### src/rtl/sgpr_pkg.sv
// Shared SGPR constants and types used by the read-port arbiter and the
// write-port select/mux path.
package sgpr_pkg;

  localparam int SGPR_ADDR_W      = 9;
  localparam int SGPR_DATA_W      = 128;
  localparam int SGPR_DW_PER_QUAD = 4;
  localparam int SGPR_MAX_PORTS   = 16;
  localparam int SGPR_PORT_IDX_W  = 4;

  // Client port indices. These match the write-side select encoding, so a
  // one-hot select bit means the same client on both sides.
  typedef enum logic [SGPR_PORT_IDX_W-1:0] {
    SGPR_PORT_SIMD0 = 4'd0,
    SGPR_PORT_SIMD1 = 4'd1,
    SGPR_PORT_SIMD2 = 4'd2,
    SGPR_PORT_SIMD3 = 4'd3,
    SGPR_PORT_SIMF0 = 4'd4,
    SGPR_PORT_SIMF1 = 4'd5,
    SGPR_PORT_SIMF2 = 4'd6,
    SGPR_PORT_SIMF3 = 4'd7,
    SGPR_PORT_LSU   = 4'd8,
    SGPR_PORT_SALU  = 4'd9
  } sgpr_port_e;

  localparam int SGPR_SALU_PORT = 9;
  localparam int SGPR_LSU_PORT  = 8;

  // One-hot select word for a port index, as used on the select/trace buses.
  function automatic logic [SGPR_MAX_PORTS-1:0] sgpr_port_onehot(
    input logic [SGPR_PORT_IDX_W-1:0] idx
  );
    logic [SGPR_MAX_PORTS-1:0] sel;
    sel      = '0;
    sel[idx] = 1'b1;
    return sel;
  endfunction

endpackage

### src/rtl/rr_arbiter.sv
// Combinational round-robin arbiter: picks the first set request at or
// above ptr, wrapping from NUM_PORTS-1 back to 0. Shared with the
// write-side select generator.
module rr_arbiter
  import sgpr_pkg::*;
#(
  parameter int NUM_PORTS = 10,
  parameter int IDX_W     = SGPR_PORT_IDX_W
) (
  input  logic [NUM_PORTS-1:0] req,
  input  logic [IDX_W-1:0]     ptr,
  input  logic                 enable,
  output logic [NUM_PORTS-1:0] grant,
  output logic [IDX_W-1:0]     grant_idx,
  output logic                 grant_vld
);

  // Scan NUM_PORTS candidates starting at ptr; the first hit wins.
  always_comb begin
    int               cand;
    logic [IDX_W-1:0] cand_idx;
    grant     = '0;
    grant_idx = '0;
    grant_vld = 1'b0;
    cand      = 0;
    cand_idx  = '0;
    if (enable) begin
      for (int k = 0; k < NUM_PORTS; k++) begin
        cand = int'(ptr) + k;
        if (cand >= NUM_PORTS) begin
          cand = cand - NUM_PORTS;
        end
        cand_idx = IDX_W'(cand);
        if (!grant_vld && req[cand_idx]) begin
          grant[cand_idx] = 1'b1;
          grant_idx       = cand_idx;
          grant_vld       = 1'b1;
        end
      end
    end
  end

endmodule

### src/rtl/sgpr_rd_port_arbiter.sv
// SGPR bank read-port arbiter. Grants one client per cycle round-robin,
// issues the read to the bank one cycle later, and routes the returned data
// back to the issuing client after a fixed-latency tag pipeline.
//
// Handshake: req_vld[i]/req_ack[i] follow valid/ready rules. A request
// transfers on a rising clk edge where both are high. The client keeps
// req_vld, its address slice and its enable slice stable until that edge; it
// may also withdraw the request before it is acked, and nothing about the
// withdrawn request is remembered. req_ack is combinational and never
// depends on the same cycle's rd_stall being low late in the cycle only --
// rd_stall=1 forces req_ack to zero for the whole cycle.
module sgpr_rd_port_arbiter
  import sgpr_pkg::*;
#(
  parameter int NUM_PORTS  = 10,
  parameter int RD_LATENCY = 1,
  parameter int ADDR_W     = SGPR_ADDR_W,
  parameter int DATA_W     = SGPR_DATA_W
) (
  input  logic                                  clk,
  input  logic                                  rst,
  input  logic [NUM_PORTS-1:0]                  req_vld,
  input  logic [NUM_PORTS*ADDR_W-1:0]           req_addr,
  input  logic [NUM_PORTS*SGPR_DW_PER_QUAD-1:0] req_en,
  output logic [NUM_PORTS-1:0]                  req_ack,
  input  logic                                  rd_stall,
  output logic [SGPR_DW_PER_QUAD-1:0]           bank_rd_en,
  output logic [ADDR_W-1:0]                     bank_rd_addr,
  input  logic [DATA_W-1:0]                     bank_rd_data,
  output logic [SGPR_MAX_PORTS-1:0]             rd_port_select,
  output logic [NUM_PORTS-1:0]                  rsp_vld,
  output logic [DATA_W-1:0]                     rsp_data
);

  localparam int IDX_W = SGPR_PORT_IDX_W;
  localparam int EN_W  = SGPR_DW_PER_QUAD;

  // Round-robin pointer: the port searched first in the next cycle.
  logic [IDX_W-1:0]     rr_ptr;

  // Arbiter outputs for the current cycle.
  logic                 arb_enable;
  logic [NUM_PORTS-1:0] grant;
  logic [IDX_W-1:0]     grant_idx;
  logic                 grant_vld;

  // Address/enable of the granted client, zero when nothing is granted.
  logic [EN_W-1:0]      sel_en;
  logic [ADDR_W-1:0]    sel_addr;

  // The issue stage identity is carried by rd_port_select itself.
  logic [NUM_PORTS-1:0] issue_id;
  logic                 issue_vld;

  // Tag pipeline: stage k holds the read issued k+1 cycles ago.
  logic [RD_LATENCY-1:0] tag_vld;
  logic [NUM_PORTS-1:0]  tag_id [RD_LATENCY];

  assign arb_enable = ~rd_stall;

  rr_arbiter #(
    .NUM_PORTS (NUM_PORTS),
    .IDX_W     (IDX_W)
  ) u_rr_arbiter (
    .req       (req_vld),
    .ptr       (rr_ptr),
    .enable    (arb_enable),
    .grant     (grant),
    .grant_idx (grant_idx),
    .grant_vld (grant_vld)
  );

  assign req_ack = grant;

  // Advance the pointer past the accepted client; hold it on idle cycles.
  always_ff @(posedge clk or posedge rst) begin
    if (rst) begin
      rr_ptr <= '0;
    end else if (grant_vld) begin
      rr_ptr <= (grant_idx == IDX_W'(NUM_PORTS - 1)) ? '0 : grant_idx + 1'b1;
    end
  end

  // One-hot mux of the granted client's address and dword enables.
  always_comb begin
    sel_en   = '0;
    sel_addr = '0;
    for (int i = 0; i < NUM_PORTS; i++) begin
      if (grant[i]) begin
        sel_en   = req_en[i*EN_W +: EN_W];
        sel_addr = req_addr[i*ADDR_W +: ADDR_W];
      end
    end
  end

  // Issue stage: register the granted read toward the bank. Idle cycles
  // drive all zeros, the address is deliberately not held.
  always_ff @(posedge clk or posedge rst) begin
    if (rst) begin
      bank_rd_en     <= '0;
      bank_rd_addr   <= '0;
      rd_port_select <= '0;
    end else begin
      bank_rd_en     <= sel_en;
      bank_rd_addr   <= sel_addr;
      rd_port_select <= SGPR_MAX_PORTS'(grant);
    end
  end

  assign issue_id  = rd_port_select[NUM_PORTS-1:0];
  assign issue_vld = |issue_id;

  // Tag shift register, loaded from the issue stage. A request with all
  // enables clear is still tracked so its client sees a response.
  always_ff @(posedge clk or posedge rst) begin
    if (rst) begin
      tag_vld <= '0;
      for (int k = 0; k < RD_LATENCY; k++) begin
        tag_id[k] <= '0;
      end
    end else begin
      tag_vld[0] <= issue_vld;
      tag_id[0]  <= issue_id;
      for (int k = 1; k < RD_LATENCY; k++) begin
        tag_vld[k] <= tag_vld[k-1];
        tag_id[k]  <= tag_id[k-1];
      end
    end
  end

  // Response stage: capture bank data in the cycle the oldest tag lines up
  // with it; the strobe is a one-cycle pulse and the data is held.
  always_ff @(posedge clk or posedge rst) begin
    if (rst) begin
      rsp_vld  <= '0;
      rsp_data <= '0;
    end else begin
      rsp_vld <= tag_vld[RD_LATENCY-1] ? tag_id[RD_LATENCY-1] : '0;
      if (tag_vld[RD_LATENCY-1]) begin
        rsp_data <= bank_rd_data;
      end
    end
  end

endmodule

### config.mk
export PLATFORM = sky130hd
export DESIGN_NAME = sgpr_rd_port_arbiter
export DESIGN_NICKNAME = d
export VERILOG_FILES = /design/src/rtl/sgpr_pkg.sv /design/src/rtl/rr_arbiter.sv /design/src/rtl/sgpr_rd_port_arbiter.sv
export SDC_FILE = /design/constraint.sdc
export NUM_CORES = 1
export LEC_CHECK = 0
export CORE_MARGIN = 2
export CORE_UTILIZATION = 25
export DETAILED_ROUTE_END_ITERATION = 10
export PLACE_DENSITY = 0.54
export SKIP_CTS_REPAIR_TIMING = 1
export SLEW_MARGIN = 20
export SYNTH_ARGS = -nofsm -noshare
export SYNTH_HDL_FRONTEND = slang
export SYNTH_SLANG_ARGS = --single-unit
### constraint.sdc
create_clock -name clk -period 6.6 [get_ports clk]
set_input_delay 0.99 -clock clk [delete_from_list [all_inputs] [get_ports clk]]
set_output_delay 0.99 -clock clk [all_outputs]
set_load 0.05 [all_outputs]
== Word-level counts from Yosys, hierarchy flattened ==
Cells that the tools add are included.

* Memory bits (read-only): 0
* Bits in writable memories: 0
* Word-level logic and storage cells: 230
* Bits of input ports: 271
* Output and inout bits: 177
* Register bits after elaboration: 176
* Memories kept: 0
* Latch bits: 0

* Equality and inequality tests: 1
* Add/sub/neg operators: 20
* Div/mod/pow operators: 0
* Order comparisons: 30
* Bitwise gates (word level): 9
* Reductions and logical operators: 29
* Multiply operators: 0
* Shift operators: 0
* Muxes and demuxes: 133

{| class="wikitable"
|+ Operators by type and width
! cell !! number
|-
| $mux 10 || 21
|-
| $mux 4 || 42
|-
| $mux 9 || 10
|-
| $or 10x10->10 || 9
|-
| $lt 4x5->1 const B || 10
|-
| $ge 5x4->1 const B || 9
|-
| $bmux 1 s4 || 10
|-
| $demux 1 s4 || 10
|-
| $ge 4x1->1 const B || 10
|-
| $mux 1 || 40
|-
| $sub 4x4->4 const B || 10
|-
| $add 4x3->5 const B || 4
|-
| $logic_and 1x1->1 || 19
|-
| $add 4x2->5 const B || 2
|-
| $add 4x4->5 const B || 2
|-
| $reduce_or 10->1 || 1
|-
| $logic_not 1->1 || 9
|-
| $add 4x1->5 const B || 1
|-
| $add 4x1->4 const B || 1
|-
| $eq 4x4->1 const B || 1
|-
| $ge 4x4->1 const B || 1
|}

== Logic depth before layout (Yosys ltp) ==
Gate-level depths: netlist of the first run.

* Depth in word-level cells: 53
* Depth in mapped cells: 25
* Mapped depth without buffers: 17

== Modules after synthesis ==
Synthesis of the first run repeated with hierarchy kept, for this count alone.

* Cell total of the unflattened synthesis: 1117
* Area total of the unflattened synthesis: 11279.6 µm²

{| class="wikitable"
|+ By module, submodules not included
! module !! area an instance (µm²) !! seq. area each (µm²) !! cells an instance !! instances
|-
| sgpr_rd_port_arbiter || 7722.4 || 4404.2 || 614 || 1
|-
| rr_arbiter || 3557.2 || 0.0 || 503 || 1
|}

== Worst setup path after synthesis of the first run ==
OpenSTA, ideal clock, no wires.

* Path type: reg2out
* Start point: register rr_ptr[0]
* End point: output req_ack[7]
* Arrival: 5.113 ns
* Path slack: 0.497 ns
* Cell stages (with the launch flop): 21
* Required time: 5.610 ns
* Path buffers: 5
* Cell sequence: dfrtp_1 buf_4 buf_4 inv_1 buf_2 clkbuf_1 ha_1 clkinv_1 ha_1 inv_1 a221o_1 or3_1 and2_1 a2111oi_4 a211oi_2 or2_1 a31oi_1 o31a_1 nand4_4 buf_4 inv_1

* Word-level cells in the longest chain between the ends: 43
* Elaborated cells between the ends (all ways): 184
* Those cells by class: add/sub: 19; order compare: 30; mux: 98; bitwise: 9; reduce/logical: 28

{| class="wikitable"
|+ RTL lines
! element !! line !! source
|-
| start, declared || sgpr_rd_port_arbiter.sv:39 || <nowiki>logic [IDX_W-1:0] rr_ptr;</nowiki>
|-
| start signal, assigned || sgpr_rd_port_arbiter.sv:80 || <nowiki>rr_ptr <= (grant_idx == IDX_W'(NUM_PORTS - 1)) ? '0 : grant_idx + 1'b1;</nowiki>
|-
| branches (longest 41 deep; another with $add 4x1->5) || - ||
|-
| $mux 10 (*) || rr_arbiter.sv:34 || <nowiki>if (!grant_vld && req[cand_idx]) begin</nowiki>
|-
| $mux 10 (*) || rr_arbiter.sv:27 || <nowiki>if (enable) begin</nowiki>
|-
| end, declared || sgpr_rd_port_arbiter.sv:25 || <nowiki>output logic [NUM_PORTS-1:0] req_ack,</nowiki>
|}

Mark *: on every way between the ends. The select of a mux whose other input is x is not followed.

== Worst setup path after layout of the first run ==
* Start point: register rr_ptr[1]
* End point: output req_ack[1]

Same word-level chain as after synthesis.

==> impl_metrics.csv, run 1 <==
group,metric,value,unit
die,die_x,223.3,um
critical_path,end_kind,"output port",
critical_path,path_cells,"inv_1, buf_4, ha_1, ha_1, buf_4, nor4b_1, a2111oi_1, a31o_2, o2111ai_2, buf_4, nor4_1, nand3_1, a21oi_1, o21a_1, or3_1, and2_1, buf_12",
worst_hold_path,whs_endpoint,"tag_id[9]",
timing,rsz0062_at_grt,"false",
timing,hold_violations,0,
routing,num_vias,12270,
timing,fin_crit,6.327,ns
logic_synthesis,synth_cells,1173,
logic_synthesis,yosysSeqAreaShare,36.65,%
critical_path,r2r-end,"bank_rd_addr[1]",
die,initial_utilization,25.28,%
critical_path,path_common_cell,"buf_4",
cells_and_area,num-nets-final,1921,
critical_path,cp_max_fo,9,
routing,vias_per_cell,5.432,
timing,worstMarginPinSlew,0.9400,ns
cells_and_area,area_delta_synth_final,49.89,%
timing,slew_headroom,37.10,%
timing,finalSetupTns,0,ns
die,core_area,47550,um2
timing,setup_viol,0,
timing,max_freq,158.1,MHz
logic_synthesis,ys_async_sr_fraction,100.0,%
global_route,overflow,0,
place,place.gp.congestion,0.9702,
critical_path,crit_arrival,5.34,ns
global_route,gr-usage-all-layers,24.57,%
die,die_h,223.3,um
place,dp_hpwl,51.35,mm
die,num_rows,80,
critical_path,reg2regPathDepth,15,
logic_synthesis,synth_edf_count,0,
run,cap_violations,0,
critical_path,required,5.61,ns
routing,drt-initial-drc-count,1099,
critical_path,crit_family,"compound AO/OA/AOI/OAI gates",
clock_network,cts_tree,"built",
logic_synthesis,ys.flop_type,"dfrtp_1",
routing,drt_pre_antenna_iters,7,
worst_hold_path,hp-start,"rd_port_select[9]",
clock_network,clk_latency,0.46,ns
logic_synthesis,synth-seq-cells,176,
critical_path,cp_slowest_cell,"nor4_1",
critical_path,r2r_setup_slack,0.85,ns
global_route,grt_max_degree,125,
critical_path,crit_buf_inv,5,
worst_hold_path,hp-class,"reg2reg",
critical_path,worstSetupPathType,"reg2out",
critical_path,r2r-start,"rr_ptr[2]",
critical_path,start_kind,"flop",
worst_hold_path,hold_depth,0,
die,dieArea,49840,um2
status,outcome,"finished, final reports clean",
clock_network,clockBufferDepth,2,
clock_network,clkSinkCount,176,
clock_network,htreeDepth,4,
routing,wire_per_inst,27.72,um
routing,drc,0,
global_route,grt_pass1_vias,11920,
cells_and_area,final_layout_size_suffix_gt1_share,21.05,%
clock_network,cts_buffers,17,
timing,skew,0.01315,ns
logic_synthesis,yosysWarningCount,0,
global_route,grt_pass1_wl,87.97,mm
global_route,antenna_found_initial,15,
timing,report.final.slew_viol_count,0,
die,ios,448,
logic_synthesis,avgSynthCellArea,10.25,um2
critical_path,cpPeakStageDelay,0.75,ns
routing,wl,62.63,mm
logic_synthesis,ys_types,120,
logic_synthesis,synth_area,12020,um2
timing,fin_crit_sh,95.86,%
routing,antenna_left,0,
clock_network,clock-root-buffer,"clkbuf_16",
clock_network,path_clk_slew,0.07,ns
place,io_buffers,441,
[layout by cell type (no fill, tap or decap), types with 27 or more instances in the layout]
cell,netlist,layout
nand2_1,64,64
dfrtp_1,176,174
nand3_1,38,38
a21oi_1,27,27
nor3_1,28,28
mux2_2,139,139
nor2_1,30,30
inv_1,36,35
nor4_1,33,33
buf_4,15,75
clkdlybuf4s50_1,0,431
[area by class of cell]
type	instances	area [um2]
clock inverter	15	161.4
clock buffer	17	425.4
tap	615	769.5
timing repair buffer	515	5065
fill	4757	29530
antenna	5	12.51
multi-input combinational	873	6999
sequential	176	4409
inverter	43	171.4
[cell usage after synthesis, types with 10 or more instances]
master / n / area, um2
nand3_1: 38 / 190.2
inv_1: 36 / 135.1
a221o_1: 19 / 190.2
nor3_1: 28 / 140.1
or2_2: 19 / 118.9
mux2i_1: 15 / 150.1
clkbuf_1: 38 / 142.6
nor4_1: 33 / 206.5
or3_1: 19 / 118.9
nand2_1: 64 / 240.2
mux2_2: 139 / 1565
xnor2_1: 10 / 87.58
a31oi_1: 24 / 150.1
o311ai_0: 26 / 227.7
and2_1: 23 / 143.9
buf_4: 15 / 112.6
nand4_1: 14 / 87.58
o31ai_1: 18 / 135.1
a311oi_1: 15 / 131.4
ha_1: 23 / 287.8
o211ai_1: 26 / 195.2
o21ai_0: 26 / 130.1
dfrtp_1: 176 / 4404
buf_2: 24 / 120.1
o22ai_1: 18 / 112.6
nor2_1: 30 / 112.6
a21oi_1: 27 / 135.1
[metal layers]
layer  up-vias  GRT usage (%)  part of all wire, %
met5         -              0                 0.15
met4        16          10.67                  4.0
met3        89          5.676                  7.0
met2       581          41.01                   48
met1      6111          30.34                   41
li1       5473              -                    -
[worst max path at each step]
stage | slack [ns] | cells after the start | start | endpoint
detailed placement | 0.68 | 12 | req_vld[6] | req_ack[6]
floorplan | 0.50 | 20 | rr_ptr[0] | req_ack[7]
global placement | 0.73 | 12 | req_vld[6] | req_ack[6]
global route | 0.02 | 15 | rr_ptr[1] | req_ack[6]
finish | 0.27 | 17 | rr_ptr[1] | req_ack[1]
CTS | 0.33 | 15 | rr_ptr[0] | req_ack[6]
[flip-flops by register name, indices dropped and copies added (netlist names)]
| signal | cells |
|---|---|
| rsp_data | 128 |
| rd_port_select | 10 |
| tag_id | 10 |
| bank_rd_addr | 9 |
| bank_rd_en | 4 |
| tag_vld | 1 |
| rsp_vld | 10 |
| rr_ptr | 4 |
[metrics by stage]
stage,hold WS [ns],worst slack [ns],utilization [%],instance area [um2],instances
2_1_floorplan,0.4337,0.4967,-,12040,1178
3_3_place_gp,0.3884,0.7298,36.57,17390,2221
3_5_place_dp,0.3935,0.6762,36.57,17390,2221
4_1_cts,0.4107,0.3330,37.80,17970,2253
5_1_grt,0.4272,0.02223,37.87,18010,2256
6_report,0.4133,0.2734,37.89,18010,2259
[cells by family after synthesis]
logic type	after synthesis	synth area share [%]
other cells	1	0.03120
fa+ha+maj	24	2.561
compound gates	325	22.24
xor+xnor	15	1.437
mux	162	15.41
simple gates	341	16.41
flops	176	36.65
buf+inv	129	5.268
[worst register-to-register path: stages, from the launching register on]
cell	delay, ns
dfrtp_1	0.48
inv_2	0.18
ha_1	0.43
a21oi_1	0.39
a21oi_1	0.11
a31oi_1	0.42
or4b_1	0.55
and3_1	0.24
nand4_1	0.26
buf_4	0.30
o211ai_1	0.26
o22ai_1	0.40
a31oi_2	0.22
nor2_1	0.76
a31oi_1	0.38
o22ai_1	0.30
Power of run 1 is not shown: default switching activity piles up to over one toggle a cycle in this logic, so the estimate is an artifact.
==> run 2, diff against run 1 <==
--- a/config.mk
+++ b/config.mk
@@ -7,6 +7,7 @@
 export LEC_CHECK = 0
-export CORE_MARGIN = 2
-export CORE_UTILIZATION = 25
+export ABC_AREA = 1
+export CORE_AREA = 2 2 173 175
 export DETAILED_ROUTE_END_ITERATION = 10
-export PLACE_DENSITY = 0.54
+export DIE_AREA = 0 0 175 177
+export PLACE_DENSITY = 0.78
 export SKIP_CTS_REPAIR_TIMING = 1
--- a/constraint.sdc
+++ b/constraint.sdc
@@ -3,2 +3,2 @@
 set_output_delay 0.99 -clock clk [all_outputs]
-set_load 0.05 [all_outputs]
+set_load 0.02 [all_outputs]
==> run 2 against run 1 <==
Compared with the run above:
- sequential cell count unchanged
- final area decreased by 6.2%
- clock skew rose by 0.0059 ns
- non-clock buffer count down 48
- critical path type unchanged
- fmax is 1.1% higher
- cell count increased by 2.3%
- clock-buffer cell count unchanged
- synthesized area shrank 4.5%
- hold slack lost 0.00094 ns
- synthesized cell count increased by 25%
==> impl_metrics.csv, run 2 <==
group,metric,value,unit
status,outcome,"finished, final reports clean",
critical_path,crit_buf_inv,7,
clock_network,cts_buffers,17,
logic_synthesis,netlist.area_leader.share,38.36,%
cells_and_area,largest_reg_flops,128,
clock_network,path_clk_slew,0.08,ns
timing,slew_headroom,33.43,%
global_route,grt_max_degree,138,
critical_path,cp_slowest_cell,"clkdlybuf4s50_1",
cells_and_area,area_delta_synth_final,47.14,%
logic_synthesis,ys_async_sr_fraction,100.0,%
die,num_rows,63,
place,place.gp.congestion,0.9856,
timing,setup_viol,0,
die,die_x,175,um
global_route,antenna_found_initial,2,
die,core_area,29240,um2
logic_synthesis,synth_area,11480,um2
logic_synthesis,ys_types,61,
timing,report.final.slew_viol_count,0,
timing,skew,0.01905,ns
global_route,grt_pass1_wl,71.19,mm
clock_network,clkSinkCount,176,
critical_path,worstSetupPathType,"reg2out",
routing,drc,0,
worst_hold_path,hp-class,"reg2reg",
critical_path,required,5.61,ns
routing,vias_per_cell,5.114,
clock_network,htreeDepth,4,
die,initial_utilization,39.26,%
timing,max_freq,159.8,MHz
critical_path,cpPeakStageDelay,0.65,ns
routing,dr.max_layer_used,"met5",
cells_and_area,fillers,2605,
routing,drt_pre_antenna_iters,6,
routing,wl_met3,4.232,mm
clock_network,cts_tree,"built",
routing,num_vias,11820,
clock_network,clk_latency,0.45,ns
clock_network,clockBufferDepth,2,
cells_and_area,max_flop_register,"rsp_data",
critical_path,path_common_cell,"inv_1",
critical_path,end_kind,"output port",
routing,wire_per_inst,21.35,um
cells_and_area,final_layout_size_suffix_gt1_share,15.41,%
logic_synthesis,synth_common_cells,"417 x nand2_1, 188 x inv_1, 176 x dfrtp_1",
logic_synthesis,synth-seq-cells,176,
logic_synthesis,synth.top_cells.by_area,"dfrtp_1 38%, nand2_1 14%, mux2_2 13%, inv_1 6.1%, nor2_1 3.4%",
logic_synthesis,yosysTopAreaCell,"dfrtp_1",
critical_path,cp_max_fo,32,
timing,fin_crit,6.260,ns
global_route,grt_pass1_vias,11240,
cells_and_area,num-nets-final,2203,
logic_synthesis,yosysWarningCount,0,
place,place_area,16290,um2
cells_and_area,final_area,16890,um2
place,io_buffers,441,
logic_synthesis,yosysMostFrequentCell,"nand2_1",
routing,drt-initial-drc-count,1178,
critical_path,crit_arrival,5.27,ns
die,die_h,177,um
die,dieArea,30980,um2
routing,antenna_left,0,
clock_network,clock-root-buffer,"clkbuf_16",
timing,finalSetupTns,0,ns
routing,wl,49.36,mm
die,ios,448,
run,cap_violations,0,
global_route,overflow,0,
logic_synthesis,synth_cells,1470,
routing,met1_length,20.76,mm
timing,fin_crit_sh,94.84,%
place,dp_hpwl,40.08,mm
global_route,gr-usage-all-layers,30.83,%
timing,worstMarginPinSlew,0.9986,ns
logic_synthesis,yosysSeqAreaShare,38.36,%
logic_synthesis,avgSynthCellArea,7.810,um2
critical_path,start_kind,"flop",
critical_path,crit_family,"simple AND/OR/NAND/NOR gates",
timing,hold_violations,0,
cells_and_area,most-common-layout-cells,"440 x clkdlybuf4s50_1, 417 x nand2_1, 187 x inv_1",
routing,wl_met2,22.72,mm
logic_synthesis,ys.flop_type,"dfrtp_1",
critical_path,path_cells,"buf_4, inv_2, ha_1, inv_1, ha_1, inv_1, nand2_1, nand2_1, a21oi_2, nor2_2, nand3_2, nand3_4, nor2_8, nand4_4, nor2_8, nand4_4, nor2_4, inv_2, nor2_2, nand3_1, nand3_1, nand2_2, inv_1, clkdlybuf4s50_1",
timing,rsz0062_at_grt,"false",
logic_synthesis,synth_edf_count,0,
cells_and_area,final_common_cell,"clkdlybuf4s50_1",
==> run 2: cell count changes in the layout (fill, tap and decap cells not counted), moves of 22 or more <==
cell | previous run | this run
inv_1 | 35 | 187
o311ai_0 | 26 | 0
o21ai_1 | 9 | 39
nand3_1 | 38 | 76
nand2_1 | 64 | 417
nor4_1 | 33 | 3
nor2_1 | 30 | 103
nand2_2 | 0 | 22
buf_4 | 75 | 27
o21ai_0 | 26 | 59
==> run 2: layout make-up <==
| class | count | area [um2] | share of cell area, % |
|---|---|---|---|
| Clock buffer | 17 | 425.4 | 2.518 |
| Clock inverter | 15 | 166.4 | 0.9850 |
| Timing Repair Buffer | 467 | 4607 | 27.27 |
| Sequential cell | 176 | 4409 | 26.10 |
| Antenna cell | 1 | 2.502 | 0.01481 |
| Multi-Input combinational cell | 1031 | 5978 | 35.39 |
| Inverter | 215 | 817.0 | 4.836 |
| Tap cell | 390 | 488.0 | 2.888 |
==> run 2: metrics by stage <==
stage | std cells | hold WS [ns] | utilization [%] | setup slack (ns)
final | 2312 | 0.4123 | 57.77 | 0.3405
after global routing | 2312 | 0.4292 | 57.77 | 0.07033
after CTS | 2311 | 0.4174 | 57.72 | 0.3161
after detailed placement | 2279 | 0.3990 | 55.69 | 0.7975
after global placement | 2279 | 0.3922 | 55.69 | 0.8586
after floorplan | 1475 | 0.4126 | - | 0.8364
==> run 2: cell families (layout without fill, tap and decap cells) <==
logic type	Yosys count	in the layout	share of synthesized area (%)
AO/OA/AOI/OAI	161	161	8.337
XOR/XNOR	5	5	0.5123
adder cells (fa/ha/maj)	24	24	2.681
buffers and inverters	268	714	9.830
flip-flops	176	176	38.36
multiplexers	128	128	12.55
other	1	7	0.03266
AND/OR/NAND/NOR	707	707	27.69
==> run 2: final timing paths <==
path	startpoint	endpoint	slack [ns]	cells after the start
worst max register to register	rr_ptr[0]	bank_rd_addr[1]	1.27	31
worst min register to register	rd_port_select[2]	tag_id[2]	0.41	0
max in group asynchronous	rst	tag_vld	4.22	3
worst max-delay path	rr_ptr[0]	req_ack[8]	0.34	24
worst min-delay path	rd_port_select[2]	tag_id[2]	0.41	0
min in group asynchronous	rst	rsp_data[119]	1.15	2
==> run 2: routing by layer <==
metal | vias to the layer above | global-route usage, %
met5 | - | 0
met4 | 2 | 10.45
met1 | 5582 | 41.58
li1 | 5555 | -
met2 | 587 | 49.06
met3 | 97 | 6.787
Power of run 2 is left out for the same reason.
